--- src/rtl/mem_wb_stage_pkg.sv ---
// Shared MEM/WB definitions: EX/MEM and MEM/WB bundle layouts, FSM state
// encodings and the bubble constant. The writeback stage imports the same
// W_out layout from here.
package mem_wb_stage_pkg;

   localparam int M_W = 45;   // EX/MEM bundle width
   localparam int W_W = 39;   // MEM/WB bundle width

   // EX/MEM bundle, MSB first: alu_result[44:29] store_data[28:13]
   // src_reg[12:9] wr_reg[8:5] halt[4] regwrite[3] memtoreg[2] memread[1] memwrite[0]
   typedef struct packed {
      logic [15:0] alu_result;
      logic [15:0] store_data;
      logic [3:0]  src_reg;
      logic [3:0]  wr_reg;
      logic        halt;
      logic        regwrite;
      logic        memtoreg;
      logic        memread;
      logic        memwrite;
   } m_bundle_t;

   // MEM/WB bundle, MSB first: alu_result[38:23] mem_data_out[22:7]
   // wr_reg[6:3] halt[2] regwrite[1] memtoreg[0]
   typedef struct packed {
      logic [15:0] alu_result;
      logic [15:0] mem_data_out;
      logic [3:0]  wr_reg;
      logic        halt;
      logic        regwrite;
      logic        memtoreg;
   } w_bundle_t;

   typedef enum logic [1:0] {
      STATE_IDLE   = 2'd0,
      STATE_WAIT   = 2'd1,
      STATE_HALTED = 2'd2
   } state_t;

   localparam w_bundle_t W_BUBBLE = '0;

   // Build the MEM/WB bundle for an instruction leaving the stage. Read data
   // only lands for a pure read; read+write counts as a write.
   function automatic w_bundle_t retire(input m_bundle_t m, input logic [15:0] rdata);
      w_bundle_t r;
      r = W_BUBBLE;
      if (m.halt | m.regwrite | m.memread | m.memwrite) begin
         r.alu_result   = m.alu_result;
         r.mem_data_out = (m.memread && !m.memwrite) ? rdata : 16'h0000;
         r.wr_reg       = m.wr_reg;
         r.halt         = m.halt;
         r.regwrite     = m.regwrite;
         r.memtoreg     = m.memtoreg;
      end
      return r;
   endfunction

endpackage

--- src/rtl/mem_wb_stage_access_fsm.sv ---
// mem_access_fsm: data-memory access sequencing for the MEM stage.
// Owns the IDLE/WAIT/HALTED state, the request latches used while an access
// is outstanding, and the stall_M / halted outputs.
module mem_access_fsm
   import mem_wb_stage_pkg::*;
#(
   parameter int ADDR_W = 16
) (
   input  logic              clk,
   input  logic              rst_n,
   input  m_bundle_t         bundle,      // live EX/MEM bundle
   input  logic [15:0]       wdata_in,    // store data after optional forwarding
   input  logic              mem_ready,
   output state_t            state,
   output m_bundle_t         lat_bundle,  // bundle held while in WAIT
   output logic              mem_req,
   output logic              mem_we,
   output logic [ADDR_W-1:0] mem_addr,
   output logic [15:0]       mem_wdata,
   output logic              stall_M,
   output logic              halted
);

   state_t      state_nxt;
   logic [15:0] lat_wdata;
   logic        access;

   assign access = bundle.memread | bundle.memwrite;

   // State register
   always_ff @(posedge clk or negedge rst_n) begin
      if (!rst_n) state <= STATE_IDLE;
      else        state <= state_nxt;
   end

   // Next-state: an unanswered issue waits; a retiring halt bundle parks the stage
   always_comb begin
      state_nxt = state;
      case (state)
         STATE_IDLE: begin
            if (access && !mem_ready) state_nxt = STATE_WAIT;
            else if (bundle.halt)     state_nxt = STATE_HALTED;
         end
         STATE_WAIT: begin
            if (mem_ready) state_nxt = lat_bundle.halt ? STATE_HALTED : STATE_IDLE;
         end
         STATE_HALTED: state_nxt = STATE_HALTED;
         default:      state_nxt = STATE_IDLE;
      endcase
   end

   // Capture the request on the issue edge so it stays stable through WAIT
   always_ff @(posedge clk or negedge rst_n) begin
      if (!rst_n) begin
         lat_bundle <= '0;
         lat_wdata  <= 16'h0000;
      end else if (state == STATE_IDLE && access && !mem_ready) begin
         lat_bundle <= bundle;
         lat_wdata  <= wdata_in;
      end
   end

   // Outputs. stall_M stays high through the cycle mem_ready arrives: the
   // EX/MEM register already holds the following instruction and must not
   // advance past it before this stage returns to IDLE.
   always_comb begin
      mem_req   = 1'b0;
      mem_we    = bundle.memwrite;
      mem_addr  = ADDR_W'(bundle.alu_result);
      mem_wdata = wdata_in;
      stall_M   = 1'b0;
      halted    = 1'b0;
      case (state)
         STATE_IDLE: mem_req = access;
         STATE_WAIT: begin
            mem_req   = 1'b1;
            mem_we    = lat_bundle.memwrite;
            mem_addr  = ADDR_W'(lat_bundle.alu_result);
            mem_wdata = lat_wdata;
            stall_M   = 1'b1;
         end
         STATE_HALTED: begin
            stall_M = 1'b1;
            halted  = 1'b1;
         end
         default: ;
      endcase
      // Reset abandons any request at once, whatever M_in shows
      mem_req = mem_req & rst_n;
   end

endmodule

--- src/rtl/mem_wb_stage.sv ---
// mem_wb_stage: MEM stage of the 16-bit pipeline plus the MEM/WB register.
// Optional macro MEM_WB_FWD_EN enables MEM-to-MEM store-data forwarding from
// the value currently being written back.
module mem_wb_stage
   import mem_wb_stage_pkg::*;
#(
   parameter int ADDR_W = 16
) (
   input  logic              clk,
   input  logic              rst_n,
   input  logic [M_W-1:0]    M_in,
   output logic              stall_M,
   output logic              mem_req,
   output logic              mem_we,
   output logic [ADDR_W-1:0] mem_addr,
   output logic [15:0]       mem_wdata,
   input  logic              mem_ready,
   input  logic [15:0]       mem_rdata,
   output logic [W_W-1:0]    W_out,
   output logic              halted
);

   m_bundle_t   m;
   m_bundle_t   lat;
   w_bundle_t   w_q;
   w_bundle_t   w_d;
   state_t      state;
   logic [15:0] wdata_sel;
   logic        unused_bits;

   assign m     = m_bundle_t'(M_in);
   assign W_out = w_q;

   // Store-data source: forwarded writeback value or the EX/MEM store data
   always_comb begin
`ifdef MEM_WB_FWD_EN
      if (state == STATE_IDLE && m.memwrite && w_q.regwrite &&
          w_q.wr_reg == m.src_reg && m.src_reg != 4'd0)
         wdata_sel = w_q.memtoreg ? w_q.mem_data_out : w_q.alu_result;
      else
         wdata_sel = m.store_data;
`else
      wdata_sel = m.store_data;
`endif
   end

   mem_access_fsm #(.ADDR_W(ADDR_W)) u_fsm (
      .clk        (clk),
      .rst_n      (rst_n),
      .bundle     (m),
      .wdata_in   (wdata_sel),
      .mem_ready  (mem_ready),
      .state      (state),
      .lat_bundle (lat),
      .mem_req    (mem_req),
      .mem_we     (mem_we),
      .mem_addr   (mem_addr),
      .mem_wdata  (mem_wdata),
      .stall_M    (stall_M),
      .halted     (halted)
   );

   // Next MEM/WB contents: retire on completion, otherwise a bubble
   always_comb begin
      w_d = W_BUBBLE;
      case (state)
         STATE_IDLE:
            if (!(m.memread | m.memwrite) || mem_ready) w_d = retire(m, mem_rdata);
         STATE_WAIT:
            if (mem_ready) w_d = retire(lat, mem_rdata);
         default: w_d = W_BUBBLE;
      endcase
   end

   // MEM/WB pipeline register
   always_ff @(posedge clk or negedge rst_n) begin
      if (!rst_n) w_q <= W_BUBBLE;
      else        w_q <= w_d;
   end

   // Fields that only matter upstream of the latches or in some builds
   assign unused_bits = ^{m.src_reg, lat.store_data, lat.src_reg};

   // Read and write on the same bundle is malformed; it is handled as a write
   a_rw_exclusive: assert property (@(posedge clk) disable iff (!rst_n)
      (state == STATE_IDLE) |-> !(m.memread && m.memwrite));

endmodule

--- config.mk ---
export PLATFORM = sky130hd
export DESIGN_NAME = mem_wb_stage
export DESIGN_NICKNAME = d
export VERILOG_FILES = /design/src/rtl/mem_wb_stage_pkg.sv /design/src/rtl/mem_wb_stage_access_fsm.sv /design/src/rtl/mem_wb_stage.sv
export SDC_FILE = /design/constraint.sdc
export NUM_CORES = 1
export LEC_CHECK = 0
export CAP_MARGIN = 20
export CORE_MARGIN = 3
export CORE_UTILIZATION = 35
export DETAILED_ROUTE_END_ITERATION = 8
export MAX_ROUTING_LAYER = met4
export PLACE_DENSITY_LB_ADDON = 0.15
export SLEW_MARGIN = 20
export SYNTH_ARGS = -nofsm -noshare
export SYNTH_HDL_FRONTEND = slang
export SYNTH_SLANG_ARGS = --single-unit
--- constraint.sdc ---
create_clock -name clk -period 2.2 [get_ports clk]
set_input_delay 0.33 -clock clk [delete_from_list [all_inputs] [get_ports clk]]
set_output_delay 0.33 -clock clk [all_outputs]
set_load 0.01 [all_outputs]
==> key figures, run 1 <==
Outcome
  • Status: complete, no violations

Timing
  • Final Max Slew Viols: 0
  • Worst Tran Pin Value: 0.943 ns
  • Final setup vio count: 0
  • Hold slack: 0.0734 ns
  • Fin Clk Skew: about 0.0094 ns
  • F_max: 467 MHz
  • Max-slew headroom: about 37%
  • Final WS setup: between 0.05 and 0.06 ns
  • Fin crit period: 2.14 ns
  • Final Hold Viols: 0
  • Fin crit share: 97.4%

Power
  • Lkg Pwr: 0.00229 uW
  • Pwr Density: about 1100 nW/um^2
  • Peak VDD IR: 476 uV
  • Total Power: just over 6000 uW

Route
  • Initial DRC Count: 47
  • WL met3: 437 um
  • Routed length on met2: between 3000 and 4000 um
  • Final antenna-violating net count: 0
  • WL per Instance: 15.4 um
  • Vias: ~2500
  • Uppermost layer routed: met4
  • Pre-antenna DRT Iters: 4
  • Met1 wire length: about 3600 um
  • WL final: just over 8000 um
  • Vias/cell: about 4.7
  • DRC viols: 0

Layout
  • Non-Filler Instances: 526
  • Syn-to-layout area delta: 50.2%
  • Commonest non-fill, non-tap cell in the layout: clkdlybuf4s50_1
  • Multi-input logic area: 1380 sq um
  • Most frequent cells in the layout: 99 x clkdlybuf4s50_1, 81 x dfrtp_1, 69 x mux2_2
  • # nets final: 457
  • Ant diodes: 0
  • Layout cells sized above 1: 30.0%
  • Register cell area after layout: 2050 sq um
  • # fillers: 887

Critical path
  • Worst Path Required: between 1.5 and 2 ns
  • Worst Setup End Kind: output port
  • R2R Setup Slk: 0.21 ns
  • Reg2reg path depth: 8
  • Peak fanout along the critical path: 11
  • CP max-delay cell: dfrtp_1
  • R2r endpoint: u_fsm.lat_wdata[7]
  • CP Class: flip-flop to output port
  • Worst path max stage delay: 0.39 ns
  • Critical path endpoint: mem_addr[7]
  • Worst path cell trace: inv_2 -> ha_4 -> buf_12 -> mux2_2 -> dlygate4sd2_1
  • CP startpoint: u_fsm.state[1]
  • Critical path launch point type: flip-flop
  • Critical Path AT: roughly 1.8 ns
  • R2r startpoint: u_fsm.state[1]

Place
  • RePlAce Congestion: 0.749
  • Port Buffer Count: 134
  • Setup WS pre-CTS: -0.0127 ns
  • Dpl hpwl: 5600 um
  • DP Cell Count: 506

Clock tree
  • CTS tree: yes
  • Worst skew pair latency: 0.34 ns
  • Clock tree buffer depth: 2
  • H-Tree Depth: 3
  • # hold bufs at CTS: 0
  • Inserted Clock Buffers: 9
  • Clock transition at the registers of the reported paths: ~0.08 ns
  • Clk Tree Root Cell: clkbuf_8
  • Clock sink total: 82

Synth
  • Mapped Area: roughly 3500 sq um
  • Synthesis Warnings: 0
  • Synth area leaders: dfrtp_1 58%, mux2_2 22%, a22o_1 5.2%
  • Seq cells post-synth: 82
  • Top cell type by total area after synthesis: dfrtp_1
  • Net Count, Synth: ~310
  • Syn Inst Count: roughly 240
  • Post-synthesis sequential area ratio: 58.1%
  • Syn avg cell area: approximately 15 sq um
  • Count of different cell masters after synthesis: 28
  • Share of the synthesized area in the top cell type: 58.1%

Die
  • Die height: 106 um
  • Total die area: 11300 sq um
  • Initial Util: about 36%
  • Core ar.: 9770 sq um
  • Die Wd: 106 um
  • Boundary Pins: between 100 and 150
  • Row cnt: 36

Global route
  • Total gr overflow: 0
  • GRT Util Overall: 15.2%
  • Largest net degree at the start of global routing: 45
  • Number of global-route vias before repair: 2644
  • First-pass GRT wire length: 13100 um
  • Initial antenna violation count: 0

Worst hold path
  • Hold Path Class: input port to async pin

Job
  • Max_cap viols: 0
-- worst max-delay path: cells and delay by family, from the launching register on --
| kind | cells | cell delay (ns) |
|---|---|---|
| mux | 1 | 0.33 |
| flops | 1 | 0.39 |
| fa+ha+maj | 1 | 0.20 |
| buf+inv | 3 | 0.55 |
-- final cells by class --
class | instances | area share (%)
multi-input cells | 139 | 25.9
flip-flops and latches | 82 | 38.7
well taps | 133 | 3.14
clock buffers | 10 | 2.41
clock inverters | 5 | 1.51
repair buffers | 153 | 28.0
inverters | 4 | 0.283
-- cells in the mapped netlist --
cell type,number
o221ai_1,1
ha_1,4
o31a_1,1
inv_1,4
and2_1,16
nand3b_1,2
clkbuf_2,1
nand2b_1,1
clkbuf_1,3
a21boi_2,1
buf_2,4
dfrtp_1,82
buf_6,6
o2111ai_1,1
nor2_1,4
nand3_1,1
nor3_4,2
nand2_1,1
o21ba_2,1
a22o_1,21
a21o_1,1
o21a_1,1
o21ai_0,1
nor4_1,2
mux2_1,5
a32o_1,2
mux2_2,69
mux2_4,1
-- registers in the layout (all words and copies together), names as in the netlist --
name              cells
W_out                39
u_fsm.state           2
u_fsm.lat_bundle     25
u_fsm.lat_wdata      16
-- per-layer routing --
layer | GRT usage, % | vias to the layer above
li1 | - | 1164
met1 | 18.2 | 1218
met2 | 25.6 | 75
met3 | 4.01 | 6
met4 | 4.11 | 0
met5 | - | -
-- worst min-delay path by stage --
stage | start | cells after the start | endpoint
detailed placement | u_fsm.lat_bundle[8] | 1 | W_out[6]
CTS | rst_n | 2 | W_out[26]
global route | rst_n | 2 | W_out[27]
finish | rst_n | 2 | W_out[26]
global placement | u_fsm.lat_bundle[5] | 1 | W_out[3]
floorplan | rst_n | 0 | W_out[0]
-- stage by stage --
| step | TNS [ns] | utilization [%] | instance area [sq um] |
|---|---|---|---|
| detailed placement | -0.0799 | 52.0 | 5080 |
| finish | 0 | 54.3 | 5300 |
| floorplan | 0 | - | 3530 |
| global placement | 0 | 52.0 | 5080 |
| global route | -0.0398 | 54.3 | 5300 |
| CTS | -0.415 | 54.4 | 5320 |
-- power breakdown --
group | switching (uW) | leakage, uW | internal [uW] | total (uW)
sequential | 281 | 0.00103 | 2070 | 2350
clock | 537 | 0.0000984 | 632 | 1170
combinational | 1020 | 0.00116 | 1540 | 2560
-- cells by family (layout without fill, tap and decap cells) --
logic type	after synthesis	in the layout	synth area share, %
simple gates	29	29	5.39
flops	82	82	58.1
buf+inv	18	172	3.37
compound gates	31	31	7.69
mux	75	75	24.0
fa+ha+maj	4	4	1.42
-- repair_timing --
action | 4_1_cts | 5_1_grt
resized for setup | 44 | 10
setup buffers | 2 | 2
cloned | 1 | 0
endpoints found under the setup margin | 34 | 20
pin swaps | 0 | 0
(Power assumes the default switching activity.)
==> run 2, diff against run 1 <==
- CORE_ASPECT_RATIO: not set -> 0.9
- SLEW_MARGIN: 20 -> 40
==> run 2 against run 1 <==
  * Fmax rose by 1.3%
  * Non-clock buffer count did not move
  * Die area barely moved
  * Combinational power barely moved
  * Critical path depth did not move
  * Count of clock-buffer cells in the layout fell by 1
  * First-iteration DRC count rose by 30%
  * Critical endpoint is now mem_wdata[5]
  * Largest cell class unchanged
==> key figures, run 2 (same netlist as run 1, synthesis figures left out) <==
Timing
  • Final Hold Viols: 0 (unchanged)
  • Max-slew headroom: 60.5% (was 36.9%)
  • Fin crit share: 96.1% (was 97.4%)
  • F_max: 473 MHz (was 467 MHz)
  • Final WS setup: 0.0857 ns (was 0.0581 ns)
  • RSZ-0062 raised after global routing: true
  • Worst Tran Pin Value: 0.592 ns (was 0.943 ns)
  • Final setup vio count: 0 (unchanged)
  • Final Max Slew Viols: 0 (unchanged)
  • Fin crit period: 2.11 ns (was 2.14 ns)
  • Fin Clk Skew: 0.00940 ns (was 0.00942 ns)

Critical path
  • Worst Path Required: 1.87 ns (about the same)
  • Worst Setup End Kind: output port (unchanged)
  • Reg2reg path depth: 6 (was 8)
  • R2r endpoint: u_fsm.lat_wdata[7] (unchanged)
  • R2R Setup Slk: 0.34 ns (was 0.21 ns)
  • Critical path endpoint: mem_wdata[5] (was mem_addr[7])
  • CP Class: flip-flop to output port (unchanged)
  • R2r startpoint: u_fsm.state[0] (was u_fsm.state[1])
  • Critical path launch point type: flip-flop (unchanged)
  • Critical Path AT: 1.78 ns (was 1.81 ns)
  • Peak fanout along the critical path: 11 (unchanged)
  • CP startpoint: u_fsm.state[1] (unchanged)

Place
  • RePlAce Congestion: 0.709 (was 0.749)
  • Dpl hpwl: 5780 um (was 5600 um)
  • Port Buffer Count: 134 (unchanged)
  • Setup WS pre-CTS: 0.0936 ns (was -0.0127 ns)
  • Placed Area: 5060 sq um (was 5080 sq um)

Power
  • Pwr Density: 1170 nW/um^2 (was 1150 nW/um^2)
  • Total Power: 6200 uW (was 6070 uW)
  • Peak VDD IR: 691 uV (was 476 uV)
  • Lkg Pwr: 0.00230 uW (was 0.00229 uW)

Route
  • Vias/cell: 4.73 (was 4.68)
  • Initial DRC Count: 61 (was 47)
  • Pre-antenna DRT Iters: 4 (unchanged)
  • WL final: 8280 um (was 8110 um)
  • Final antenna-violating net count: 0 (unchanged)
  • DRC viols: 0 (unchanged)
  • WL per Instance: 15.9 um (was 15.4 um)
  • Vias: 2458 (was 2463)

Clock tree
  • Clock sink total: 82 (unchanged)
  • Clock tree buffer depth: 2 (unchanged)
  • CTS tree: yes (unchanged)
  • Clock transition at the registers of the reported paths: 0.09 ns (was 0.08 ns)
  • Inserted Clock Buffers: 9 (unchanged)
  • Worst skew pair latency: 0.35 ns (was 0.34 ns)
  • H-Tree Depth: 3 (unchanged)
  • # hold bufs at CTS: 0 (unchanged)
  • Clk Tree Root Cell: clkbuf_8 (unchanged)

Layout
  • Layout cells sized above 1: 33.5% (was 30.0%)
  • # fillers: 874 (was 887)
  • Max FFs per register: 39 (unchanged)
  • Most frequent cells in the layout: 99 x clkdlybuf4s50_1, 81 x dfrtp_1, 69 x mux2_2 (unchanged)
  • Design area: 5300 sq um (about the same)
  • Commonest non-fill, non-tap cell in the layout: clkdlybuf4s50_1 (unchanged)
  • Fin util: 54.4% (was 54.3%)
  • Ant diodes: 0 (unchanged)
  • # nets final: 457 (unchanged)
  • Syn-to-layout area delta: 50.2% (about the same)

Die
  • Core ar.: 9740 sq um (was 9770 sq um)
  • Initial Util: 36.2% (was 36.1%)
  • Row cnt: 34 (was 36)
  • Total die area: 11300 sq um (about the same)
  • Boundary Pins: 139 (unchanged)
  • Die Wd: 112 um (was 106 um)
  • Die height: 101 um (was 106 um)

Global route
  • Initial antenna violation count: 0 (unchanged)
  • Number of global-route vias before repair: 2701 (was 2644)
  • Largest net degree at the start of global routing: 47 (was 45)
  • GRT Util Overall: 15.7% (was 15.2%)
  • First-pass GRT wire length: 13600 um (was 13100 um)
  • Total gr overflow: 0 (unchanged)

Worst hold path
  • Hold Path Class: input port to async pin (unchanged)

Outcome
  • Status: complete, no violations (unchanged)

Job
  • Max_cap viols: 0 (unchanged)
run 2: changes by cell type in the layout (fill, tap and decap cells not counted), sizes merged:
cell,previous run,this run
inv,4,7
clkinv,1,2
dlygate4sd2,27,15
buf,20,24
clkinvlp,2,0
clkdlybuf4s15,1,3
clkbuf,16,21
run 2: worst max-delay path, cell delays in order (launching register included):
cell	delay, ns
dfrtp_1	0.40
inv_2	0.09
ha_4	0.18
buf_12	0.14
mux2_2	0.34
dlygate4sd2_1	0.28
run 2: worst min path at each step:
stage / start / endpoint / slack (ns) / cells past startpoint
finish: rst_n / W_out[4] / 0.06 / 2
global route: rst_n / W_out[4] / 0.07 / 2
CTS: rst_n / W_out[27] / 0.07 / 2
detailed placement: rst_n / W_out[4] / 0.47 / 2
global placement: rst_n / W_out[4] / 0.47 / 2
floorplan: rst_n / W_out[0] / 0.03 / 0
run 2: per-layer routing:
metal  vias up  share of wire (%)  track usage [%]
met2        81                 50             26.2
li1       1166                  -                -
met4         0               0.28             3.09
met1      1207                 44             19.2
met5         -                  0                -
met3         4                5.7             4.60
run 2: through the flow:
stage | hold WS (ns) | TNS, ns | cells
final | 0.0620 | 0 | 520
after global routing | 0.0736 | -0.00369 | 520
after CTS | 0.0735 | -0.0260 | 519
after detailed placement | 0.468 | 0 | 496
after global placement | 0.465 | -0.105 | 495
after floorplan | 0.0344 | 0 | 239
run 2: timing repair:
item | 4_1_cts | 5_1_grt
gates resized for setup | 61 | 21
endpoints found under the hold margin | 0 | 0
setup buffers | 6 | 1
gates cloned | 1 | 0
setup endpoints to repair | 34 | 25
run 2: where the power goes:
| part | internal, uW | switching [uW] | total [uW] |
|---|---|---|---|
| combinational | 1550 | 1040 | 2590 |
| sequential | 2070 | 286 | 2350 |
| clock | 663 | 592 | 1260 |
run 2: layout make-up:
class / instances / area [sq um] / share of cell area, %
flip-flops and latches: 82 / 2050 / 38.7
repair buffers: 153 / 1460 / 27.6
multi-input cells: 139 / 1380 / 26.0
well taps: 126 / 158 / 2.97
clock buffers: 9 / 124 / 2.34
clock inverters: 7 / 109 / 2.05
inverters: 4 / 17.5 / 0.330
